File: src/rtl/mem_arbiter_pkg.sv
// Shared types and constants for the main-memory arbiter and its cache clients.
// Requester ids double as bit positions in the one-hot grant vector.
package mem_arbiter_pkg;
  typedef enum logic [1:0] {IDLE = 2'd0, BUSY = 2'd1, RESP = 2'd2} state_e;
  typedef enum logic [1:0] {REQ_I = 2'd0, REQ_D = 2'd1, REQ_W = 2'd2} req_id_e;

  localparam int DEF_LINE_BITS = 128;
  localparam int DEF_ADDR_BITS = 32;

  function automatic int line_off_bits(input int line_bits);
    return $clog2(line_bits / 8);
  endfunction
endpackage

File: src/rtl/mem_arbiter_if.sv
// Single-port memory bus between the arbiter (master) and main memory (slave).
interface mem_arbiter_if #(
  parameter int LINE_BITS = mem_arbiter_pkg::DEF_LINE_BITS,
  parameter int ADDR_BITS = mem_arbiter_pkg::DEF_ADDR_BITS
);
  logic                 mem_valid_o;
  logic                 mem_we_o;
  logic [ADDR_BITS-1:0] mem_addr_o;
  logic [LINE_BITS-1:0] mem_wdata_o;
  logic                 mem_ready_i;
  logic [LINE_BITS-1:0] mem_rdata_i;

  modport master (output mem_valid_o, mem_we_o, mem_addr_o, mem_wdata_o,
                  input  mem_ready_i, mem_rdata_i);
  modport slave  (input  mem_valid_o, mem_we_o, mem_addr_o, mem_wdata_o,
                  output mem_ready_i, mem_rdata_i);
endinterface

File: src/rtl/mem_arb_select.sv
// Combinational requester select: W absolute, then D/I ordered by the
// last-served pointer (tie it to 0 for fixed D-over-I priority).
module mem_arb_select
  import mem_arbiter_pkg::*;
(
  input  logic       req_i_i,
  input  logic       req_d_i,
  input  logic       req_w_i,
  input  logic       last_d_i,
  output logic [2:0] gnt_o,
  output logic       gnt_vld_o
);
  always_comb begin
    gnt_o = '0;
    if (req_w_i)                             gnt_o[REQ_W] = 1'b1;
    else if (req_d_i && !(req_i_i && last_d_i)) gnt_o[REQ_D] = 1'b1;
    else if (req_i_i)                        gnt_o[REQ_I] = 1'b1;
    gnt_vld_o = req_i_i | req_d_i | req_w_i;
  end
endmodule

File: src/rtl/mem_arbiter.sv
// I/D-cache fill and writeback arbiter onto one memory port, one transaction
// in flight. Define MEM_ARBITER_RR_EN for round-robin between D and I fills.
module mem_arbiter
  import mem_arbiter_pkg::*;
#(
  parameter int LINE_BITS = DEF_LINE_BITS,
  parameter int ADDR_BITS = DEF_ADDR_BITS
) (
  input  logic                 clock,
  input  logic                 reset,
  input  logic                 req_i_i,
  input  logic [ADDR_BITS-1:0] req_i_addr_i,
  input  logic                 req_d_i,
  input  logic [ADDR_BITS-1:0] req_d_addr_i,
  input  logic                 req_w_i,
  input  logic [ADDR_BITS-1:0] req_w_addr_i,
  input  logic [LINE_BITS-1:0] req_w_data_i,
  output logic                 ack_i_o,
  output logic                 ack_d_o,
  output logic                 ack_w_o,
  output logic [LINE_BITS-1:0] fill_data_o,
  output logic                 busy_o,
  mem_arbiter_if.master        mem
);
  localparam int OFF = line_off_bits(LINE_BITS);

  state_e               state_q, state_d;
  req_id_e              id_q, id_d;
  logic [ADDR_BITS-1:0] addr_q, addr_d;
  logic [LINE_BITS-1:0] wdata_q, wdata_d;
  logic [LINE_BITS-1:0] fill_q, fill_d;
  logic [2:0]           gnt;
  logic                 gnt_vld;
  logic                 last_d_q;

  mem_arb_select u_sel (
    .req_i_i  (req_i_i),
    .req_d_i  (req_d_i),
    .req_w_i  (req_w_i),
    .last_d_i (last_d_q),
    .gnt_o    (gnt),
    .gnt_vld_o(gnt_vld)
  );

`ifdef MEM_ARBITER_RR_EN
  // 1 = D served most recently; writebacks leave it alone.
  always_ff @(posedge clock or negedge reset) begin
    if (!reset)                                           last_d_q <= 1'b0;
    else if (state_q == IDLE && gnt_vld && !gnt[REQ_W])   last_d_q <= gnt[REQ_D];
  end
`else
  assign last_d_q = 1'b0;
`endif

  always_comb begin
    state_d = state_q;
    id_d    = id_q;
    addr_d  = addr_q;
    wdata_d = wdata_q;
    fill_d  = fill_q;
    case (state_q)
      IDLE: if (gnt_vld) begin
        state_d = BUSY;
        if (gnt[REQ_W]) begin
          id_d    = REQ_W;
          addr_d  = {req_w_addr_i[ADDR_BITS-1:OFF], {OFF{1'b0}}};
          wdata_d = req_w_data_i;
        end else if (gnt[REQ_D]) begin
          id_d   = REQ_D;
          addr_d = {req_d_addr_i[ADDR_BITS-1:OFF], {OFF{1'b0}}};
        end else begin
          id_d   = REQ_I;
          addr_d = {req_i_addr_i[ADDR_BITS-1:OFF], {OFF{1'b0}}};
        end
      end
      BUSY: if (mem.mem_ready_i) begin
        state_d = RESP;
        if (id_q != REQ_W) fill_d = mem.mem_rdata_i;
      end
      RESP:    state_d = IDLE;
      default: state_d = IDLE;
    endcase
  end

  always_ff @(posedge clock or negedge reset) begin
    if (!reset) begin
      state_q <= IDLE;
      id_q    <= REQ_I;
      addr_q  <= '0;
      wdata_q <= '0;
      fill_q  <= '0;
    end else begin
      state_q <= state_d;
      id_q    <= id_d;
      addr_q  <= addr_d;
      wdata_q <= wdata_d;
      fill_q  <= fill_d;
    end
  end

  assign mem.mem_valid_o = (state_q == BUSY);
  assign mem.mem_we_o    = (state_q == BUSY) && (id_q == REQ_W);
  assign mem.mem_addr_o  = addr_q;
  assign mem.mem_wdata_o = wdata_q;
  assign ack_i_o         = (state_q == RESP) && (id_q == REQ_I);
  assign ack_d_o         = (state_q == RESP) && (id_q == REQ_D);
  assign ack_w_o         = (state_q == RESP) && (id_q == REQ_W);
  assign fill_data_o     = fill_q;
  assign busy_o          = (state_q != IDLE);
endmodule
File: src/flat_wrapper.sv
// flat-port wrapper written by rule: the top's interface ports become plain ports
module mem_arbiter_flat import mem_arbiter_pkg::*;
#(
  parameter int LINE_BITS = DEF_LINE_BITS,
  parameter int ADDR_BITS = DEF_ADDR_BITS
)
  (clock, reset, req_i_i, req_i_addr_i, req_d_i, req_d_addr_i, req_w_i, req_w_addr_i, req_w_data_i, ack_i_o, ack_d_o, ack_w_o, fill_data_o, busy_o, mem_mem_valid_o, mem_mem_we_o, mem_mem_addr_o, mem_mem_wdata_o, mem_mem_ready_i, mem_mem_rdata_i);
  mem_arbiter_if #(.LINE_BITS(LINE_BITS), .ADDR_BITS(ADDR_BITS)) mem_i ();
  input  logic clock;
  input  logic reset;
  input  logic req_i_i;
  input  logic [ADDR_BITS-1:0] req_i_addr_i;
  input  logic req_d_i;
  input  logic [ADDR_BITS-1:0] req_d_addr_i;
  input  logic req_w_i;
  input  logic [ADDR_BITS-1:0] req_w_addr_i;
  input  logic [LINE_BITS-1:0] req_w_data_i;
  output logic ack_i_o;
  output logic ack_d_o;
  output logic ack_w_o;
  output logic [LINE_BITS-1:0] fill_data_o;
  output logic busy_o;
  output wire logic [$bits(mem_i.mem_valid_o)-1:0] mem_mem_valid_o;
  output wire logic [$bits(mem_i.mem_we_o)-1:0] mem_mem_we_o;
  output wire logic [$bits(mem_i.mem_addr_o)-1:0] mem_mem_addr_o;
  output wire logic [$bits(mem_i.mem_wdata_o)-1:0] mem_mem_wdata_o;
  input wire logic [$bits(mem_i.mem_ready_i)-1:0] mem_mem_ready_i;
  input wire logic [$bits(mem_i.mem_rdata_i)-1:0] mem_mem_rdata_i;
  assign mem_mem_valid_o = mem_i.mem_valid_o;
  assign mem_mem_we_o = mem_i.mem_we_o;
  assign mem_mem_addr_o = mem_i.mem_addr_o;
  assign mem_mem_wdata_o = mem_i.mem_wdata_o;
  assign mem_i.mem_ready_i = mem_mem_ready_i;
  assign mem_i.mem_rdata_i = mem_mem_rdata_i;
  mem_arbiter #(.LINE_BITS(LINE_BITS), .ADDR_BITS(ADDR_BITS)) u_core (.clock(clock), .reset(reset), .req_i_i(req_i_i), .req_i_addr_i(req_i_addr_i), .req_d_i(req_d_i), .req_d_addr_i(req_d_addr_i), .req_w_i(req_w_i), .req_w_addr_i(req_w_addr_i), .req_w_data_i(req_w_data_i), .ack_i_o(ack_i_o), .ack_d_o(ack_d_o), .ack_w_o(ack_w_o), .fill_data_o(fill_data_o), .busy_o(busy_o), .mem(mem_i));
endmodule
File: config.mk
export PLATFORM = sky130hd
export DESIGN_NAME = mem_arbiter_flat
export DESIGN_NICKNAME = d
export VERILOG_FILES = /design/src/rtl/mem_arbiter_pkg.sv /design/src/rtl/mem_arbiter_if.sv /design/src/rtl/mem_arb_select.sv /design/src/rtl/mem_arbiter.sv /design/src/flat_wrapper.sv
export SDC_FILE = /design/constraint.sdc
export NUM_CORES = 1
export LEC_CHECK = 0
export CAP_MARGIN = 20
export CORE_AREA = 2 2 255 257
export CTS_BUF_LIST = sky130_fd_sc_hd__clkbuf_4
export DETAILED_ROUTE_END_ITERATION = 6
export DIE_AREA = 0 0 257 259
export GPL_TIMING_DRIVEN = 0
export SYNTH_ARGS = -nofsm -noshare
export SYNTH_HDL_FRONTEND = slang
export SYNTH_SLANG_ARGS = --single-unit
File: constraint.sdc
create_clock -name clock -period 3.7 [get_ports clock]
set_clock_uncertainty 0.2 [all_clocks]
set_input_delay 0.37 -clock clock [delete_from_list [all_inputs] [get_ports clock]]
set_output_delay 0.37 -clock clock [all_outputs]
set_load 0.02 [all_outputs]
==> flow_summary_export.csv, run 1 <==
group,metric,value,unit
outcome,status,"finished clean",
placement,routabilityCongestion,0.865,
clock_tree,clk_pin_slew_worst_paths,0.06,ns
yosys,yosysTopAreaCell,"dfrtp_1",
yosys,yosysUniqueCellTypes,30,
clock_tree,clk_latency,0.77,ns
yosys,async_reset_ff_share,100,%
sta,layout_min_cycle_time,3.12,ns
placement,hpwl,32500,um
worst_setup_path,path_class,"register to output port",
yosys,syn_area,11900,um2
drt,drt_iter0_drc,254,
global_route,grt_pass1_vias,11386,
pwr,powerDensity,776,nW/um2
clock_tree,post-cts-setup-buffer-count,0,
sta,fmax,0.321,GHz
placement,placed_cells,2219,
sta,slew-limit-headroom,50.6,%
yosys,synth-seq-area-share,60.7,%
yosys,syn_inst,724,
drt,wl_per_cell,17.0,um
layout,final_net_count,2082,
yosys,syn_avg_cell_area,16.4,um2
pwr,p_leak,9.62,nW
floorplanning,rows,93,
clock_tree,cts_resized,0,
drt,drc,0,
yosys,synthFlopType,"dfrtp_1",
drt,wl,44700,um
layout,final_cell_mix,"clkdlybuf4s50_1 (634), dfrtp_1 (288), dlygate4sd3_1 (276)",
floorplanning,die_w,257,um
yosys,netlist.area_leader.share,60.7,%
floorplanning,initial_core_util,18.6,%
worst_setup_path,critPathTopFamily,"buffers and inverters",
yosys,synth-seq-cells,288,
drt,drt-pass1-iter-count,5,
worst_setup_path,crit_required,3.13,ns
clock_tree,cts_buffers,81,
layout,synthToLayoutAreaGrowth,95.0,%
worst_hold_path,hold_class,"input port to register",
global_route,grt_pass1_wl,67900,um
floorplanning,core,63900,um2
worst_setup_path,crit_path_cell_trace,"nor4bb_1, clkdlybuf4s50_1",
global_route,grt.total_usage,13.3,%
sta,setup_tns,0,ns
sta,period_share,84.2,%
floorplanning,fp.dieH,259,um
worst_setup_path,path_buf_inv,1,
sta,max_slew.worst_pin.slew,0.741,ns
clock_tree,cts_root_buf,"clkbuf_4",
sta,finalSetupViolations,0,
clock_tree,cts_sinks,288,
layout,drive_gt1_share,18.1,%
global_route,grt_max_degree,98,
global_route,grt-ovfl-total,0,
floorplanning,fp.dieArea,66600,um2
layout,instances_no_fill,2634,
layout,layout_commonest_cell,"clkdlybuf4s50_1",
global_route,antenna_found_initial,3,
sta,finalHoldViolations,0,
run,max_cap_violations,0,
clock_tree,clockBufferDepth,3,
sta,slew_viol_final,0,
sta,rsz0062_at_grt,"no",
worst_setup_path,start_kind,"register",
yosys,yosys_warnings,0,
pwr,power.total,0.0179,W
worst_setup_path,worstPathMaxFanout,5,
worst_setup_path,slowest_delay,0.75,ns
yosys,synth-edff-count,0,
drt,vias,10107,
worst_setup_path,critPathCaptureType,"output port",
clock_tree,clock_tree.htree_level_count,3,
floorplanning,io_pins,652,
placement,port_buffers,635,
pwr,peakVddDrop,0.000347,V
drt,vias_per_cell,3.84,
clock_tree,cts_tree,"built",
worst_setup_path,worstPathArrival,2.55,ns
worst_setup_path,critical-path-slowest-cell,"clkdlybuf4s50_1",
drt,ant_nets,0,
yosys,netlist_top_cells_area,"dfrtp_1 (61%), mux2_4 (13%), mux2_1 (12%), mux2_2 (5.2%), mux2i_1 (2.4%)",
-- repair_timing --
item / CTS / global route
setup endpoints to repair: 0 / 0
endpoints found under the hold margin: 559 / 0
hold buffers: 277 / 0
-- worst min-delay path, cell delays in order --
cell             delay, ns
clkdlybuf4s50_1       0.43
mux2i_1               0.17
o21ai_1               0.08
-- area by class of cell --
cell class / instances / area, um2
Fill cell: 6069 / 40700
Tap cell: 855 / 1070
Multi-Input combinational cell: 390 / 4270
Clock buffer: 113 / 848
Inverter: 2 / 7.51
Antenna cell: 2 / 5.00
Timing Repair Buffer: 914 / 9210
Clock inverter: 23 / 133
Sequential cell: 288 / 7210
Buffer: 47 / 393
-- sequential cells by signal, summed over array words and instances (netlist names) --
signal,flops
u_core.fill_data_o,128
u_core.id_q,2
u_core.mem.mem_addr_o,28
u_core.mem.mem_wdata_o,128
u_core.state_q,2
-- final timing paths --
| check | startpoint | to | slack (ns) | depth (start not counted) |
|---|---|---|---|---|
| min reg2reg | u_core.mem.mem_wdata_o[88] | u_core.mem.mem_wdata_o[88] | 0.28 | 1 |
| max | u_core.state_q[0] | ack_d_o | 0.58 | 2 |
| max in group asynchronous | reset | u_core.fill_data_o[65] | 2.09 | 4 |
| min | req_w_addr_i[6] | u_core.mem.mem_addr_o[6] | 0.15 | 3 |
| max reg2reg | u_core.state_q[0] | u_core.mem.mem_wdata_o[43] | 1.56 | 5 |
| min in group asynchronous | reset | u_core.mem.mem_wdata_o[34] | 0.42 | 3 |
-- synthesized netlist by cell type, drive strengths merged (2+ instances only) --
cell type	number
dfrtp	288
mux2	284
o21ai	58
buf	37
mux2i	28
clkbuf	10
nand2b	3
and2	2
inv	2
nor2	2
-- power by group --
part	internal, W	total (W)	switching [W]	leakage [nW]
Clock	0.00147	0.00289	0.00142	0.579
Sequential	0.00477	0.00567	0.000896	3.41
Combinational	0.00506	0.00939	0.00432	5.63
Total	0.0113	0.0179	0.00664	9.62
-- logic make-up after synthesis --
kind of cell	after synthesis	share of synthesized area (%)
AO/OA/AOI/OAI	60	2.55
other	1	0.0316
multiplexers	312	32.5
flip-flops	288	60.7
buffers and inverters	49	3.37
AND/OR/NAND/NOR	14	0.812
-- metrics by stage --
step / worst slack (ns) / cell area, um2 / hold slack (ns) / util [%]
2_1_floorplan: 1.85 / 11900 / -0.126 / -
3_3_place_gp: -10.56 / 19300 / 0.267 / 30.2
3_5_place_dp: 1.15 / 19400 / 0.263 / 30.3
5_1_grt: 0.442 / 23100 / 0.0538 / 36.2
6_report: 0.583 / 23100 / 0.150 / 36.2
4_1_cts: 0.412 / 23100 / 0.00571 / 36.2
-- layer usage --
metal	routed length, um	vias to the layer above	GRT usage, %	share of wire, %
met4	1910	0	7.24	4.3
met1	16300	4881	13.7	37
met3	3820	108	4.86	8.5
li1	-	4618	-	-
met2	22600	500	23.3	51
met5	0	-	0	0
Power figures use the tool's default switching activity.
==> run 2, diff against run 1 <==
Clock period 3.7 ns to 2.56 ns, I/O delays scaled along.
==> run 2 against run 1 <==
Effect of this change:
- first-iteration DRC count is 8.3% lower
- via count is 1.2% higher
- sequential share of layout area is 0.44 points lower
- clock-buffer cell count stayed put
- largest power group unchanged
- core utilization is 0.52 points higher
- final area is 1.4% higher
- register-to-register slack worse by 1.1 ns
==> flow_summary_export.csv, run 2 (synthesis gave the netlist of run 1 again) <==
group,metric,value,unit
sta,whs,0.141,ns
floorplanning,fp.dieArea,66600,um2
drt,drt_iter0_drc,233,
drt,wl_per_cell,16.7,um
sta,fmax,0.422,GHz
floorplanning,io_pins,652,
worst_setup_path,crit_required,2.10,ns
layout,utilization,36.7,%
global_route,grt_max_degree,100,
pwr,peakVddDrop,0.000504,V
run,max_cap_violations,0,
sta,period_share,92.6,%
clock_tree,clk_latency,0.77,ns
layout,layout_commonest_cell,"clkdlybuf4s50_1",
placement,hpwl,32500,um
drt,wl,44500,um
sta,rsz0062_at_grt,"no",
global_route,antenna_found_initial,2,
floorplanning,initial_core_util,18.6,%
worst_setup_path,critPathCaptureType,"output port",
clock_tree,cts_tree,"built",
global_route,grt.total_usage,13.2,%
sta,finalHoldViolations,0,
clock_tree,clock_tree.htree_level_count,3,
drt,vias_per_cell,3.83,
floorplanning,die_w,257,um
placement,pre_cts_slack,0.121,ns
pwr,powerDensity,1110,nW/um2
worst_hold_path,hold_class,"input port to register",
drt,drc,0,
drt,drt-pass1-iter-count,7,
sta,max_slew.worst_pin.slew,0.792,ns
clock_tree,cts_root_buf,"clkbuf_4",
sta,finalSetupViolations,0,
layout,final_cell_mix,"clkdlybuf4s50_1 (626), dlygate4sd3_1 (311), dfrtp_1 (288)",
floorplanning,core,63900,um2
drt,vias,10229,
pwr,p_leak,9.77,nW
sta,setup_tns,0,ns
layout,seq_area,7210,um2
sta,slew_viol_final,0,
clock_tree,clockBufferDepth,3,
clock_tree,post-cts-setup-buffer-count,0,
layout,multi_input_area,4300,um2
placement,port_buffers,635,
layout,finalInstanceArea,23500,um2
clock_tree,cts_buffers,81,
floorplanning,fp.dieH,259,um
floorplanning,rows,93,
global_route,grt_pass1_vias,11580,
sta,slew-limit-headroom,47.2,%
worst_setup_path,worstPathMaxFanout,12,
global_route,grt_pass1_wl,67900,um
layout,synthToLayoutAreaGrowth,97.8,%
outcome,status,"finished clean",
placement,placed_cell_area,19400,um2
sta,fin_ws,0.189,ns
drt,ant_nets,0,
worst_setup_path,path_class,"register to output port",
layout,drive_gt1_share,18.2,%
global_route,grt-ovfl-total,0,
placement,routabilityCongestion,0.865,
sta,layout_min_cycle_time,2.37,ns
worst_setup_path,start_kind,"register",
clock_tree,clk_pin_slew_worst_paths,0.06,ns
worst_setup_path,worstPathArrival,1.92,ns
clock_tree,cts_sinks,288,
layout,nFillCells,6026,
layout,final_net_count,2115,
[run 2: cell count changes in the layout (fill, tap and decap cells not counted), moves of 2 or more]
cell,delta
clkdlybuf4s50_1,-8
dlygate4sd2_1,+4
dlygate4sd3_1,+35
clkbuf_2,+2
buf_2,+2
[run 2: final cells by class]
cell class                 instances  share of cell area (%)
timing repair buffer             948                    40.5
antenna                            3                  0.0320
clock inverter                    23                   0.565
inverter                           2                  0.0320
sequential                       288                    30.7
multi-input combinational        390                    18.3
clock buffer                     113                    3.61
tap                              855                    4.56
buffer                            46                    1.66
[run 2: per-stage QoR]
step                      instances  total power, W
after CTS                      2665          0.0264
after floorplan                 727          0.0148
final                          2668          0.0260
after global routing           2667          0.0275
after global placement         2217          0.0214
after detailed placement       2219          0.0216
[run 2: critical path, stage by stage, from the launching register on]
cell	delay, ns
dfrtp_1	0.52
nor2_4	0.08
inv_2	0.17
dlygate4sd2_1	0.37
[run 2: layer usage]
metal  up-vias  track usage (%)  share of wire (%)
met5         -                0                  0
met4         0             7.28                4.3
met3       108             4.75                8.3
met2       488             23.3                 51
met1      4946             13.6                 37
li1       4687                -                  -
[run 2: power by group]
group | switching (W) | internal [W] | total (W)
Combinational | 0.00625 | 0.00734 | 0.0136
Clock | 0.00205 | 0.00213 | 0.00418
Sequential | 0.00132 | 0.00690 | 0.00822
Total | 0.00962 | 0.0164 | 0.0260
[run 2: timing repair]
item / CTS / global route
resized for setup: 21 / 7
pin swaps: 0 / 0
hold buffers: 311 / 0
hold endpoints to repair: 574 / 0
setup endpoints to repair: 8 / 4
[run 2: worst paths after layout]
| path | startpoint | to | slack, ns | depth (start not counted) |
|---|---|---|---|---|
| max | u_core.state_q[0] | busy_o | 0.19 | 3 |
| min | req_d_addr_i[19] | u_core.mem.mem_addr_o[19] | 0.14 | 4 |
| max reg2reg | u_core.state_q[1] | u_core.fill_data_o[83] | 0.45 | 6 |
| min reg2reg | u_core.mem.mem_wdata_o[88] | u_core.mem.mem_wdata_o[88] | 0.28 | 1 |
| max in group asynchronous | reset | u_core.fill_data_o[65] | 0.64 | 4 |
| min in group asynchronous | reset | u_core.fill_data_o[7] | 0.46 | 3 |
==> run 3, diff against run 2 <==
Settings changed: CORE_AREA 2 2 255 257 to 2 2 251 253, DIE_AREA 0 0 257 259 to 0 0 253 255, PLACE_DENSITY set to 0.45.
==> run 3 against run 2 <==
Effect of this change:
- die area fell by 3.1%
- total power rose by 0.75%
- first-iteration DRC count fell by 2.1%
- combinational power barely moved
- fmax fell by 0.83%
- final cell count fell by 1.8%
- largest cell class unchanged
==> flow_summary_export.csv, run 3 (synthesis gave the netlist of run 1 again) <==
group,metric,value,unit
outcome,status,"finished clean",
worst_setup_path,worstPathArrival,1.94,ns
drt,drt_iter0_drc,228,
placement,hpwl,33900,um
clock_tree,clockBufferDepth,3,
sta,whs,0.145,ns
layout,final_net_count,2123,
global_route,grt_max_degree,107,
placement,placed_cells,2163,
worst_setup_path,critPathCaptureType,"output port",
worst_setup_path,slowest_delay,0.47,ns
drt,vias_per_cell,3.84,
floorplanning,io_pins,652,
clock_tree,cts_sinks,288,
pwr,p_int,0.0166,W
sta,slew_viol_final,0,
floorplanning,fp.dieArea,64500,um2
worst_setup_path,critical-path-slowest-cell,"dfrtp_1",
global_route,grt-ovfl-total,0,
layout,final_cell_mix,"clkdlybuf4s50_1 (628), dlygate4sd3_1 (312), dfrtp_1 (288)",
run,max_cap_violations,0,
floorplanning,rows,92,
pwr,powerDensity,1120,nW/um2
worst_setup_path,start_kind,"register",
sta,finalHoldViolations,0,
clock_tree,clock_tree.htree_level_count,3,
sta,layout_min_cycle_time,2.39,ns
worst_hold_path,hold_path_depth,4,
drt,wl_per_cell,17.3,um
floorplanning,fp.dieH,255,um
floorplanning,initial_core_util,19.1,%
layout,instances_no_fill,2621,
drt,wl,45400,um
layout,drive_gt1_share,18.5,%
pwr,power_frac_comb,52.1,%
clock_tree,clk_latency,0.75,ns
layout,synthToLayoutAreaGrowth,98.0,%
drt,drc,0,
global_route,grt_pass1_wl,66300,um
pwr,p_leak,9.82,nW
pwr,power_switching,0.00958,W
pwr,swShare,36.6,%
global_route,grt.total_usage,13.6,%
worst_setup_path,ff2ff_path_depth,5,
drt,vias,10076,
placement,port_buffers,635,
sta,fmax,0.418,GHz
placement,routabilityCongestion,0.773,
global_route,grt_pass1_vias,10964,
pwr,power.share.sequential,31.1,%
drt,drt-pass1-iter-count,5,
worst_setup_path,crit_path_cell_trace,"nor4bb_4, clkdlybuf4s15_2",
pwr,clock_power_share,16.8,%
sta,max_slew.worst_pin.slew,0.769,ns
worst_hold_path,hold_class,"input port to register",
clock_tree,cts_root_buf,"clkbuf_4",
global_route,antenna_found_initial,4,
clock_tree,clk_pin_slew_worst_paths,0.06,ns
sta,slew-limit-headroom,48.8,%
layout,layout_commonest_cell,"clkdlybuf4s50_1",
worst_setup_path,crit_required,2.10,ns
worst_setup_path,worstPathMaxFanout,5,
worst_setup_path,path_class,"register to output port",
pwr,peakVddDrop,0.000561,V
clock_tree,cts_tree,"built",
sta,finalSetupViolations,0,
drt,ant_nets,0,
sta,period_share,93.4,%
sta,rsz0062_at_grt,"no",
floorplanning,die_w,253,um
layout,utilization,37.8,%
floorplanning,core,62200,um2
sta,setup_tns,0,ns
clock_tree,cts_buffers,88,
[run 3: changes by cell type in the layout (fill, tap and decap cells not counted), sizes merged, moves of 2 or more]
cell / change
buf: -2
clkbuf: +13
clkdlybuf4s15: +2
clkdlybuf4s50: +2
clkinv: -5
clkinvlp: -2
[run 3: through the flow]
stage                     total power [W]  area (um2)  worst slack (ns)
after global placement             0.0215       19200            -12.64
after detailed placement           0.0216       19300             0.135
final                              0.0262       23500             0.169
after CTS                          0.0267       23500           -0.0316
after floorplan                    0.0148       11900             0.709
after global routing               0.0278       23500           0.00312
[run 3: power by group through the flow]
stage	registers, W	logic, W	clock network [W]
floorplan	0.0109	0.00385	0
global placement	0.00815	0.0134	0
detailed placement	0.00817	0.0135	0
CTS	0.00816	0.0139	0.00469
global route	0.00845	0.0144	0.00492
finish	0.00815	0.0136	0.00439
[run 3: what timing repair did]
item,4_1_cts,5_1_grt
resized for setup,15,3
pin swaps,0,1
hold endpoints to repair,575,0
hold buffers,312,0
setup buffers,0,0
setup endpoints to repair,6,3
[run 3: final timing paths]
kind,start,endpoint,slack (ns)
worst min-delay path,req_i_addr_i[21],u_core.mem.mem_addr_o[21],0.15
worst max-delay path,u_core.state_q[0],ack_d_o,0.17
min in group asynchronous,reset,u_core.mem.mem_wdata_o[22],0.47
worst max register to register,u_core.state_q[0],u_core.mem.mem_wdata_o[46],0.51
max in group asynchronous,reset,u_core.mem.mem_wdata_o[94],0.63
worst min register to register,u_core.mem.mem_wdata_o[46],u_core.mem.mem_wdata_o[46],0.28
[run 3: cell type report]
type | instances | area, um2
fill | 5981 | 38700
timing repair buffer | 949 | 9530
sequential | 288 | 7210
multi-input combinational | 390 | 4290
tap | 799 | 1000
clock buffer | 127 | 953
buffer | 46 | 389
clock inverter | 16 | 96.3
antenna | 4 | 10.0
inverter | 2 | 7.51
[run 3: metal layers]
layer / global-route usage [%] / vias to the layer above / part of all wire [%]
met1: 14.7 / 4839 / 38
li1: - / 4704 / -
met5: 0 / - / 0
met4: 6.58 / 0 / 3.1
met3: 4.87 / 87 / 8.5
met2: 23.8 / 446 / 51
[run 3: critical path, delay by kind of cell, from the launching register on]
kind | cells | cell delay [ns]
flops | 1 | 0.47
simple gates | 1 | 0.37
buf+inv | 1 | 0.34
